--- config.mk ---
export PLATFORM = sky130hd
export DESIGN_NAME = lighthouse_emitter
export DESIGN_NICKNAME = d
export VERILOG_FILES = /design/src/rtl/lighthouse_emitter.sv
export SDC_FILE = /design/constraint.sdc
export NUM_CORES = 1
export LEC_CHECK = 0
export BUFFER_PORTS_ARGS = -buffer_cell sky130_fd_sc_hd__buf_2
export CAP_MARGIN = 40
export CELL_PAD_IN_SITES_DETAIL_PLACEMENT = 1
export CELL_PAD_IN_SITES_GLOBAL_PLACEMENT = 2
export CORE_ASPECT_RATIO = 1.2
export CORE_UTILIZATION = 41
export CTS_CLUSTER_SIZE = 30
export DETAILED_ROUTE_END_ITERATION = 10
export PLACE_DENSITY_LB_ADDON = 0.1
export SLEW_MARGIN = 30
export SYNTH_ARGS = -nofsm -noshare
export SYNTH_HDL_FRONTEND = slang
export SYNTH_SLANG_ARGS = --single-unit
--- constraint.sdc ---
create_clock -name clk -period 11.6 [get_ports clk]
set_clock_uncertainty 0.15 [all_clocks]
set_input_delay 1.16 -clock clk [delete_from_list [all_inputs] [get_ports clk]]
set_output_delay 1.16 -clock clk [all_outputs]
set_load 0.005 [all_outputs]
--- src/rtl/lighthouse_emitter.sv ---
// Lighthouse base-station frame generator: sync A, optional sync B, then a sweep
// pulse centred on a programmed delay, all on one active-low envelope line.
module lighthouse_emitter #(
  parameter int COUNTER_WIDTH = 32,
  parameter int CLOCKS_PER_US = 16,
  parameter int SYNC_GAP_US   = 400
) (
  input  logic                     clk,
  input  logic                     reset,
  input  logic                     start,
  input  logic [COUNTER_WIDTH-1:0] sync_A_width,
  input  logic [COUNTER_WIDTH-1:0] sync_B_width,
  input  logic [COUNTER_WIDTH-1:0] sweep_delay,
  input  logic [COUNTER_WIDTH-1:0] sweep_width,
  output logic                     envelope,
  output logic                     busy,
  output logic                     done,
  output logic                     cfg_error
);

  localparam int XW = COUNTER_WIDTH + 2;
  localparam logic [XW-1:0] SYNC_GAP = XW'(SYNC_GAP_US * CLOCKS_PER_US);
  localparam logic [XW-1:0] ONE      = XW'(1);
  localparam logic [XW-1:0] ZERO     = {XW{1'b0}};

  localparam logic [2:0] S_IDLE       = 3'd0;
  localparam logic [2:0] S_SYNC_A     = 3'd1;
  localparam logic [2:0] S_GAP        = 3'd2;
  localparam logic [2:0] S_SYNC_B     = 3'd3;
  localparam logic [2:0] S_WAIT_SWEEP = 3'd4;
  localparam logic [2:0] S_SWEEP      = 3'd5;
  localparam logic [2:0] S_DONE       = 3'd6;

  logic [2:0]    state_q, state_d;
  logic [XW-1:0] t_q, t_d;
  logic [XW-1:0] a_last_q, a_last_d;
  logic [XW-1:0] gap_last_q, gap_last_d;
  logic [XW-1:0] b_last_q, b_last_d;
  logic [XW-1:0] pre_last_q, pre_last_d;
  logic [XW-1:0] sw_last_q, sw_last_d;
  logic          b_zero_q, b_zero_d;
  logic          envelope_q, envelope_d;
  logic          busy_q, busy_d;
  logic          done_q, done_d;
  logic          cfg_error_q, cfg_error_d;

  logic [XW-1:0] a_x, b_x, d_x, w_x, half_x, b_end_x, s_start_x;
  logic          reject_s;

  // Widened frame geometry and acceptance check for the live config inputs
  always_comb begin
    a_x       = {2'b00, sync_A_width};
    b_x       = {2'b00, sync_B_width};
    d_x       = {2'b00, sweep_delay};
    w_x       = {2'b00, sweep_width};
    half_x    = w_x >> 1;
    b_end_x   = (b_x != ZERO) ? (a_x + SYNC_GAP + b_x) : a_x;
    s_start_x = d_x - half_x;
    reject_s  = (a_x == ZERO) || (w_x == ZERO) || (d_x < half_x) ||
                (s_start_x < (b_end_x + ONE));
  end

  // Frame sequencing; outputs are derived from the next state so they register cleanly
  always_comb begin
    state_d     = state_q;
    t_d         = t_q;
    a_last_d    = a_last_q;
    gap_last_d  = gap_last_q;
    b_last_d    = b_last_q;
    pre_last_d  = pre_last_q;
    sw_last_d   = sw_last_q;
    b_zero_d    = b_zero_q;
    cfg_error_d = 1'b0;

    if (state_q != S_IDLE) begin
      t_d = t_q + ONE;
    end else begin
      t_d = t_q;
    end

    case (state_q)
      S_IDLE: begin
        if (start) begin
          if (reject_s) begin
            cfg_error_d = 1'b1;
            state_d     = S_IDLE;
          end else begin
            state_d    = S_SYNC_A;
            t_d        = ZERO;
            a_last_d   = a_x - ONE;
            gap_last_d = a_x + SYNC_GAP - ONE;
            b_last_d   = b_end_x - ONE;
            pre_last_d = s_start_x - ONE;
            sw_last_d  = s_start_x + w_x - ONE;
            b_zero_d   = (b_x == ZERO);
          end
        end else begin
          state_d = S_IDLE;
        end
      end
      S_SYNC_A: begin
        if (t_q == a_last_q) begin
          state_d = S_GAP;
        end else begin
          state_d = S_SYNC_A;
        end
      end
      S_GAP: begin
        // Without sync B the sweep may legally start inside the gap
        if (b_zero_q && (t_q == pre_last_q)) begin
          state_d = S_SWEEP;
        end else if (t_q == gap_last_q) begin
          state_d = b_zero_q ? S_WAIT_SWEEP : S_SYNC_B;
        end else begin
          state_d = S_GAP;
        end
      end
      S_SYNC_B: begin
        if (t_q == b_last_q) begin
          state_d = S_WAIT_SWEEP;
        end else begin
          state_d = S_SYNC_B;
        end
      end
      S_WAIT_SWEEP: begin
        if (t_q == pre_last_q) begin
          state_d = S_SWEEP;
        end else begin
          state_d = S_WAIT_SWEEP;
        end
      end
      S_SWEEP: begin
        if (t_q == sw_last_q) begin
          state_d = S_DONE;
        end else begin
          state_d = S_SWEEP;
        end
      end
      S_DONE: begin
        state_d = S_IDLE;
      end
      default: begin
        state_d = S_IDLE;
      end
    endcase

    envelope_d = !((state_d == S_SYNC_A) || (state_d == S_SYNC_B) || (state_d == S_SWEEP));
    busy_d     = (state_d != S_IDLE);
    done_d     = (state_d == S_DONE);
  end

  // State and output registers; reset forces the envelope high immediately
  always_ff @(posedge clk or posedge reset) begin
    if (reset) begin
      state_q     <= S_IDLE;
      t_q         <= ZERO;
      a_last_q    <= ZERO;
      gap_last_q  <= ZERO;
      b_last_q    <= ZERO;
      pre_last_q  <= ZERO;
      sw_last_q   <= ZERO;
      b_zero_q    <= 1'b1;
      envelope_q  <= 1'b1;
      busy_q      <= 1'b0;
      done_q      <= 1'b0;
      cfg_error_q <= 1'b0;
    end else begin
      state_q     <= state_d;
      t_q         <= t_d;
      a_last_q    <= a_last_d;
      gap_last_q  <= gap_last_d;
      b_last_q    <= b_last_d;
      pre_last_q  <= pre_last_d;
      sw_last_q   <= sw_last_d;
      b_zero_q    <= b_zero_d;
      envelope_q  <= envelope_d;
      busy_q      <= busy_d;
      done_q      <= done_d;
      cfg_error_q <= cfg_error_d;
    end
  end

  assign envelope  = envelope_q;
  assign busy      = busy_q;
  assign done      = done_q;
  assign cfg_error = cfg_error_q;

endmodule

# After elaboration in Yosys (flattened, before gate mapping)
# Cells that the tools add are included.
# totals
ff_bits	212
inputBits	131
output_inout_bits	4
wordCells	73
# classes
addsub	11
magnitude_cmp	2
n_eq_ne	14
muxes	18
bitwise	1
reduce_logical	15
# ops
cell	n
34-bit == test	5
34-bit two-way mux	5
34-bit by 1-bit adder with 34-bit output (second input constant)	2
34-bit by 1-bit subtractor with 34-bit output (second input constant)	2
32-bit logical NOT	2
33-bit by 33-bit adder with 34-bit output	1
34-bit by 32-bit adder with 34-bit output	1
34-bit logical NOT	1
34-bit less-than comparator	1
33-bit by 1-bit subtractor with 34-bit output (second input constant)	1
33-bit by 2-bit subtractor with 34-bit output (second input constant)	1
32-bit by 13-bit adder with 33-bit output (second input constant)	1
32-bit by 1-bit subtractor with 33-bit output (second input constant)	1
32-bit by 31-bit subtractor with 33-bit output	1
32-bit by 31-bit less-than comparator with 1-bit output	1
32-bit nonzero test	1
3-bit case mux with 6 select lines	1
3-bit two-way mux	5
3-bit == test (second input constant)	4
3-bit by 2-bit == test with 1-bit output (second input constant)	3
3-bit by 1-bit == test with 1-bit output (second input constant)	2
3-bit nonzero test	2
1-bit logical OR	5
1-bit two-way mux	5
6 further kinds	7

# Logic depth before layout (Yosys ltp)
# Gate-level depths: netlist (run 1).
# depth
word_depth	13
ltp_mapped	35
mapped_depth_nobuf	30

# Worst setup path after synthesis (run 1)
# OpenSTA, ideal clock, no wires.
# synth_path
path_type	input to register
from	input sync_A_width[8]
to	register sw_last_q[0]
setup_ps	134
arrival_time_ps	7837
required_ps	11316
setup_slack_ps	3479
path_stages	34
n_path_buf	6
path_cell_list	ha_1 > clkbuf_1 > a211o_1 > and2_1 > clkbuf_1 > nand3_1 > nor2_1 > xnor2_1 > inv_1 > ha_1 > and2_1 > and3_1 > o21ai_1 > a211o_1 > and3_1 > nor3_2 > nand4_1 > or4_1 > or2_2 > nor4b_2 > xor2_1 > ha_1 > a21oi_1 > nor2b_1 > o21ai_0 > o211ai_1 > o21bai_1 > a31oi_1 > a211o_1 > buf_2 > clkbuf_1 > clkbuf_1 > buf_1 > o21ai_0
# synth_between
elab_chain_len	8
word_cells_on_any_way	11
cone_classes	add/sub (3); order compare (1); mux (1); bitwise (1); reduce/logical (5)
# synth_lines
item	line	source
from (decl)	11	input logic [COUNTER_WIDTH-1:0] sync_A_width,
32-bit by 13-bit adder with 33-bit output	57	b_end_x = (b_x != ZERO) ? (a_x + SYNC_GAP + b_x) : a_x;
34-bit by 32-bit adder with 34-bit output	57	
34-bit two-way mux	57	
34-bit by 1-bit adder with 34-bit output	60	(s_start_x < (b_end_x + ONE));
34-bit less-than comparator	60	
1-bit logical OR (*)	59	reject_s = (a_x == ZERO) || (w_x == ZERO) || (d_x < half_x) ||
1-bit inverter (no source line) (*)	n/a	
3-bit AND reduction (no source line) (*)	n/a	
to (signal assigned)	174	sw_last_q <= sw_last_d;
to (decl)	40	logic [XW-1:0] sw_last_q, sw_last_d;
# Every way passes the cells marked *; elsewhere a longest branch is shown, timed or not.
# A chain may end at the register's enable or synchronous reset.

# Worst setup path after layout (run 1)
# layout_path
from	input sync_A_width[8]
to	register a_last_q[7]
# layout_between
elab_chain_len	8
word_cells_on_any_way	11
cone_classes	add/sub (3); order compare (1); mux (1); bitwise (1); reduce/logical (5)
# layout_lines
item	line	source
32-bit by 13-bit adder with 33-bit output	57	
34-bit by 32-bit adder with 34-bit output	57	
34-bit two-way mux	57	
34-bit by 1-bit adder with 34-bit output	60	
34-bit less-than comparator	60	
1-bit logical OR (*)	59	
1-bit inverter (no source line) (*)	n/a	
3-bit AND reduction (no source line) (*)	n/a	
to (signal assigned)	170	a_last_q <= a_last_d;
to (decl)	36	logic [XW-1:0] a_last_q, a_last_d;
# Marks and branches as above.

==> impl_metrics.yaml, run 1 <==
status:
  status: "finished clean"
route:
  detail_route.wirelength_um: 82900
  wire_per_inst_um: 24.8
  drt_iter0_drc: 946
  viasPerCell: 5.86
  ant_nets: 0
  route.detailed.drc: 0
  num_vias: 19600
  drtPass1Iterations: 5
critical_path:
  critPathRequiredTime_ns: 11.83
  r2r_slack_ns: 7.96
  crit_top_cell: "ha_1"
  crit_arrival_ns: 9.28
  worst_setup_path_start_kind: "primary input"
  critical_path_peak_fanout: 76
  cpPeakStageDelay_ns: 0.62
  cp_slowest_cell: "a211o_4"
  r2r_cells: 11
  endpoint_kind: "register"
  path_class: "primary input to register"
pwr:
  p_leak_nw: 10.6
  seqPwrFrac: 0.254
  p_sw_frac: 0.402
  p_int_w: 0.00167
  pwr-share-comb: 0.449
  power_switching_w: 0.00112
  vdd_ir_drop_max_mv: 0.0911
  power.density_nw_per_um2: 123
  power_w: 0.00279
  pwr-share-clk: 0.297
global_routing:
  use_met3: 0.0241
  grt_use_met2: 0.591
  use_met1: 0.366
  grt_max_degree: 79
  grt_pass1_wl_um: 124000
  busiest_layer: "met2"
  overflow: 0
  antenna_found_initial: 0
  grt_pass1_vias: 20100
  grt_usage: 0.319
synthesis:
  syn_avg_cell_area_sq_um: 7.88
  synthTopCellsByCount: "nand2_1, xnor2_1, o21ai_0"
  ys.flop_type: "dfrtp_1"
  yosysTopAreaCellShare: 0.243
  synth_edf_count: 0
  yosys.area.top_type: "dfrtp_1"
  synth_fp_nets: 2934
  seq_area_frac_synth: 0.245
  synth.most_common_cell: "nand2_1"
  synth_cell_type_count: 102
  ys_warn_count: 0
  ys_ff_latch: 203
  syn_area_sq_um: 20700
  synthCells: 2627
  async_reset_ff_frac: 1.00
  synth_area_leaders: "dfrtp_1, ha_1, xnor2_1"
sta:
  post-route-period-util: 0.781
  setup_tns_ns: 0
  setup-violations-final: 0
  fmax_ghz: 0.110
  tightest_slew_ns: 0.935
  post-route-min-period_ns: 9.06
  hold_violations: 0
  finalMaxSlewViolations: 0
  rsz0062_at_grt: "no"
  relSlewSlack: 0.374
placed_design:
  routabilityCongestion: 0.931
  dp_hpwl_um: 67800
  numPortBuffers: 134
clocking:
  cts_tree: "yes"
  cts.repair.resized: 0
  htreeDepth: 1
  clk_pin_slew_ns: 0.06
  max-clock-path-buffers: 3
  cts_setup_buffers: 0
  cts_buffers: 24
  holdBufCountCts: 0
  ctsRootBufferMaster: "clkbuf_16"
  clk_latency_ns: 0.55
  cts_sinks: 203
floorplan:
  core_sq_um: 49600
  start_util: 0.418
  fp.dieW_um: 207
  die_h_um: 248
  ios: 135
  die_area_sq_um: 51400
  num_rows: 89
hold_path:
  min_path_type: "register to register"
  hold_depth: 2
layout:
  final_nets: 2989
  post-route-util: 0.459
  drive_above_1_share: 0.0993
  areaGrowthSynthToFinish_pct: 9.93
flow_run:
  cap_violations: 0
kinds of logic after synthesis:
family,synth area share
xor gates and xnor gates,0.178
and+or+nand+nor,0.216
DFF,0.245
adders and majority gates,0.107
buffers and inverters,0.0587
muxes,0.00562
AOI/OAI and AO/OA,0.188
cells in the final DEF (no fill, tap or decap), types with 25 or more instances in the layout:
| cell type | netlist | routed |
|---|---|---|
| nor2_1 | 167 | 166 |
| buf_2 | 17 | 135 |
| a21o_1 | 43 | 43 |
| and3_1 | 38 | 38 |
| and2_1 | 26 | 26 |
| xnor2_1 | 228 | 228 |
| nand3_1 | 72 | 72 |
| nor3_1 | 56 | 56 |
| ha_1 | 173 | 173 |
| o21ai_0 | 217 | 217 |
| nor4_1 | 57 | 57 |
| nand4_1 | 61 | 61 |
| a21oi_1 | 105 | 105 |
| dfrtp_1 | 201 | 201 |
| a31oi_1 | 27 | 27 |
| xor2_1 | 193 | 193 |
| or3_1 | 25 | 25 |
| inv_1 | 182 | 181 |
| nand2_1 | 302 | 302 |
critical path: cells and delay by family:
family | cells | cell delay (ns)
adder cells (fa/ha/maj) | 3 | 1.04
AO/OA/AOI/OAI | 10 | 2.64
AND/OR/NAND/NOR | 11 | 2.86
XOR/XNOR | 2 | 0.65
buffers and inverters | 3 | 0.88
layer usage:
layer | wire length, um | up-vias | share of wire
li1 | - | 9297 | -
met1 | 33700 | 9685 | 0.41
met2 | 41700 | 417 | 0.50
met3 | 2620 | 151 | 0.032
met4 | 4860 | 0 | 0.059
met5 | 0 | - | 0
path summary, 6_finish.rpt:
| kind | start | to |
|---|---|---|
| worst min-delay path | sw_last_q[26] | sw_last_q[26] |
| worst max register to register | t_q[10] | busy |
| worst max-delay path | sync_A_width[8] | a_last_q[7] |
| max in group asynchronous | reset | a_last_q[5] |
| min in group asynchronous | reset | t_q[12] |
| worst min register to register | sw_last_q[26] | sw_last_q[26] |
area by class of cell:
class	count	area (sq um)
clock inverters	14	190
repair buffers	159	892
fillers	6022	26800
inverters	183	694
diodes	1	2.50
well taps	637	797
flip-flops and latches	203	5080
clock buffers	30	673
multi-input cells	2111	14400
power groups by stage:
stage	registers [W]	clock network, W	logic (W)
global route	0.000708	0.000864	0.00137
finish	0.000708	0.000828	0.00125
CTS	0.000708	0.000843	0.00125
floorplan	0.000721	0	0.000851
global placement	0.000721	0	0.00121
detailed placement	0.000721	0	0.00124
metrics by stage:
| stage | setup WS (ns) | hold slack (ns) | cells | instance area [sq um] |
|---|---|---|---|---|
| after floorplan | 3.48 | 0.305 | 2627 | 20700 |
| after global placement | 2.16 | 0.327 | 3285 | 21800 |
| after detailed placement | 2.06 | 0.339 | 3291 | 21900 |
| after CTS | 2.58 | 0.353 | 3335 | 22700 |
| after global routing | 1.96 | 0.367 | 3337 | 22800 |
| final | 2.54 | 0.351 | 3338 | 22800 |
registers in the layout, indices dropped and copies added (netlist names):
| name | cells |
|---|---|
| b_last_q | 34 |
| envelope | 1 |
| b_zero_q | 1 |
| a_last_q | 33 |
| cfg_error | 1 |
| sw_last_q | 34 |
| state_q | 3 |
| gap_last_q | 26 |
| done | 1 |
| pre_last_q | 34 |
| t_q | 34 |
| busy | 1 |
No activity file was read; power rests on OpenSTA's default activity.
==> run 2, diff against run 1 <==
--- a/config.mk
+++ b/config.mk
@@ -10,7 +10,7 @@
 export CELL_PAD_IN_SITES_DETAIL_PLACEMENT = 1
 export CELL_PAD_IN_SITES_GLOBAL_PLACEMENT = 2
 export CORE_ASPECT_RATIO = 1.2
-export CORE_UTILIZATION = 41
+export CORE_UTILIZATION = 34
 export CTS_CLUSTER_SIZE = 30
 export DETAILED_ROUTE_END_ITERATION = 10
 export PLACE_DENSITY_LB_ADDON = 0.1
==> constraint.sdc (replaced) <==
create_clock -name clk -period 7.65 [get_ports clk]
set_clock_uncertainty 0.15 [all_clocks]
set_input_delay 0.765 -clock clk [delete_from_list [all_inputs] [get_ports clk]]
set_output_delay 0.765 -clock clk [all_outputs]
set_load 0.005 [all_outputs]
==> run 2 against run 1 <==
  * Hold slack worse by 0.31 ns
  * Cell area rose by 4.3%
  * Register-to-register slack worse by 3.9 ns
  * Combinational power grew 60%
  * Non-clock buffer count is 92 higher
  * Global-route usage fell by 2.7 points
  * Die area increased by 20%
  * Worst setup slack got worse by 2.1 ns
  * Clock power rose by 46%
  * Via count is 1.0% higher
  * Count of clock-buffer cells in the layout up 2
  * Critical endpoint is now pre_last_q[30]
==> impl_metrics.yaml, run 2 (same netlist as run 1, synthesis figures left out) <==
status:
  status: "finished clean"
global_routing:
  grt_max_degree: 109
  grt_usage: 0.293
  antenna_found_initial: 1
  overflow: 0
  grt_pass1_wl_um: 134000
  grt_pass1_vias: 21100
critical_path:
  path_class: "primary input to register"
  endpoint_kind: "register"
  critical_path_peak_fanout: 6
  cpPeakStageDelay_ns: 0.58
  crit_top_cell: "nand3_1"
  r2r_cells: 12
  cp_slowest_cell: "or4_1"
  critPathRequiredTime_ns: 7.98
  crit_arrival_ns: 7.50
  worst_setup_path_start_kind: "primary input"
placed_design:
  dp_hpwl_um: 73900
  routabilityCongestion: 0.902
  numPortBuffers: 134
route:
  num_vias: 19800
  drt_iter0_drc: 915
  drtPass1Iterations: 5
  met3_length_um: 2150
  wire_per_inst_um: 25.1
  viasPerCell: 5.50
  met2_length_um: 46200
  wl_met1_um: 37000
  highest_layer: "met4"
  route.detailed.drc: 0
  ant_nets: 0
  detail_route.wirelength_um: 90000
clocking:
  clk_latency_ns: 0.55
  cts_sinks: 203
  cts_buffers: 24
  cts_tree: "yes"
  htreeDepth: 1
  holdBufCountCts: 0
  max-clock-path-buffers: 3
  clk_pin_slew_ns: 0.06
  ctsRootBufferMaster: "clkbuf_16"
sta:
  setup-violations-final: 0
  tightest_slew_ns: 0.934
  fmax_ghz: 0.139
  rsz0062_at_grt: "no"
  finalMaxSlewViolations: 0
  post-route-period-util: 0.938
  hold_violations: 0
  post-route-min-period_ns: 7.18
  setup_tns_ns: 0
  relSlewSlack: 0.373
floorplan:
  num_rows: 98
  core_sq_um: 59800
  fp.dieW_um: 227
  ios: 135
  die_area_sq_um: 61900
  die_h_um: 272
  start_util: 0.346
layout:
  final_nets: 3081
  post-route-util: 0.397
  drive_above_1_share: 0.130
  mostFrequentLayoutCells: "nand2_1, xnor2_1, o21ai_0"
  final_common_cell: "nand2_1"
  areaGrowthSynthToFinish_pct: 14.6
pwr:
  pwr-share-comb: 0.467
  power.density_nw_per_um2: 181
  power_switching_w: 0.00175
  p_leak_nw: 11.0
  seqPwrFrac: 0.250
  p_int_w: 0.00254
  vdd_ir_drop_max_mv: 0.150
  pwr-share-clk: 0.282
  p_sw_frac: 0.409
hold_path:
  min_path_type: "primary input to async pin"
flow_run:
  cap_violations: 0
run 2: routing by layer:
metal  vias up  track usage
met5         -            0
li1       9478            -
met1      9782        0.341
met3       154       0.0201
met2       341        0.540
met4         0        0.134
run 2: through the flow:
stage                     worst slack, ns  area [sq um]  std cells  hold slack [ns]  total power [W]
after floorplan                   -0.0462         20700       2627            0.305          0.00238
after global routing               0.0696         23700       3591           0.0489          0.00454
after detailed placement           -0.125         22900       3546            0.339          0.00309
final                               0.474         23700       3592           0.0401          0.00429
after global placement            -0.0536         22800       3543            0.320          0.00305
after CTS                           0.405         23700       3589            0.253          0.00432
run 2: critical path: cells and delay by family:
kind                       cells  cell delay [ns]
and+or+nand+nor               12             2.98
AOI/OAI and AO/OA             10             1.94
adders and majority gates      2             0.63
xor gates and xnor gates       3             0.49
buffers and inverters          3             0.43
muxes                          1             0.27
run 2: what timing repair did:
| item | CTS | global route |
|---|---|---|
| endpoints found under the hold margin | 0 | 0 |
| endpoints found under the setup margin | 0 | 32 |
| gates resized for setup | 0 | 4 |
| buffers inserted | 0 | 0 |
run 2: path summary, 6_finish.rpt:
path                       slack [ns]        endpoint             from
max                              0.47  pre_last_q[30]  sync_A_width[8]
min reg2reg                      0.35     a_last_q[7]      a_last_q[7]
max in group asynchronous        5.98     a_last_q[4]            reset
min in group clk                 0.35     a_last_q[7]      a_last_q[7]
min                              0.04         t_q[18]            reset
max reg2reg                      4.10            busy          t_q[19]
run 2: power by group through the flow:
| stage | registers [W] | clock network [W] | logic, W |
|---|---|---|---|
| floorplan | 0.00109 | 0 | 0.00129 |
| global placement | 0.00109 | 0 | 0.00196 |
| finish | 0.00107 | 0.00121 | 0.00200 |
| CTS | 0.00107 | 0.00124 | 0.00201 |
| global route | 0.00107 | 0.00127 | 0.00219 |
| detailed placement | 0.00109 | 0 | 0.00199 |
run 2: layout make-up:
| cell class | count | area, sq um |
|---|---|---|
| fill | 7393 | 36100 |
| inverter | 183 | 694 |
| tap | 800 | 1000 |
| timing repair buffer | 251 | 1680 |
| clock inverter | 11 | 135 |
| antenna | 1 | 2.50 |
| sequential | 203 | 5080 |
| multi-input combinational | 2111 | 14400 |
| clock buffer | 32 | 691 |
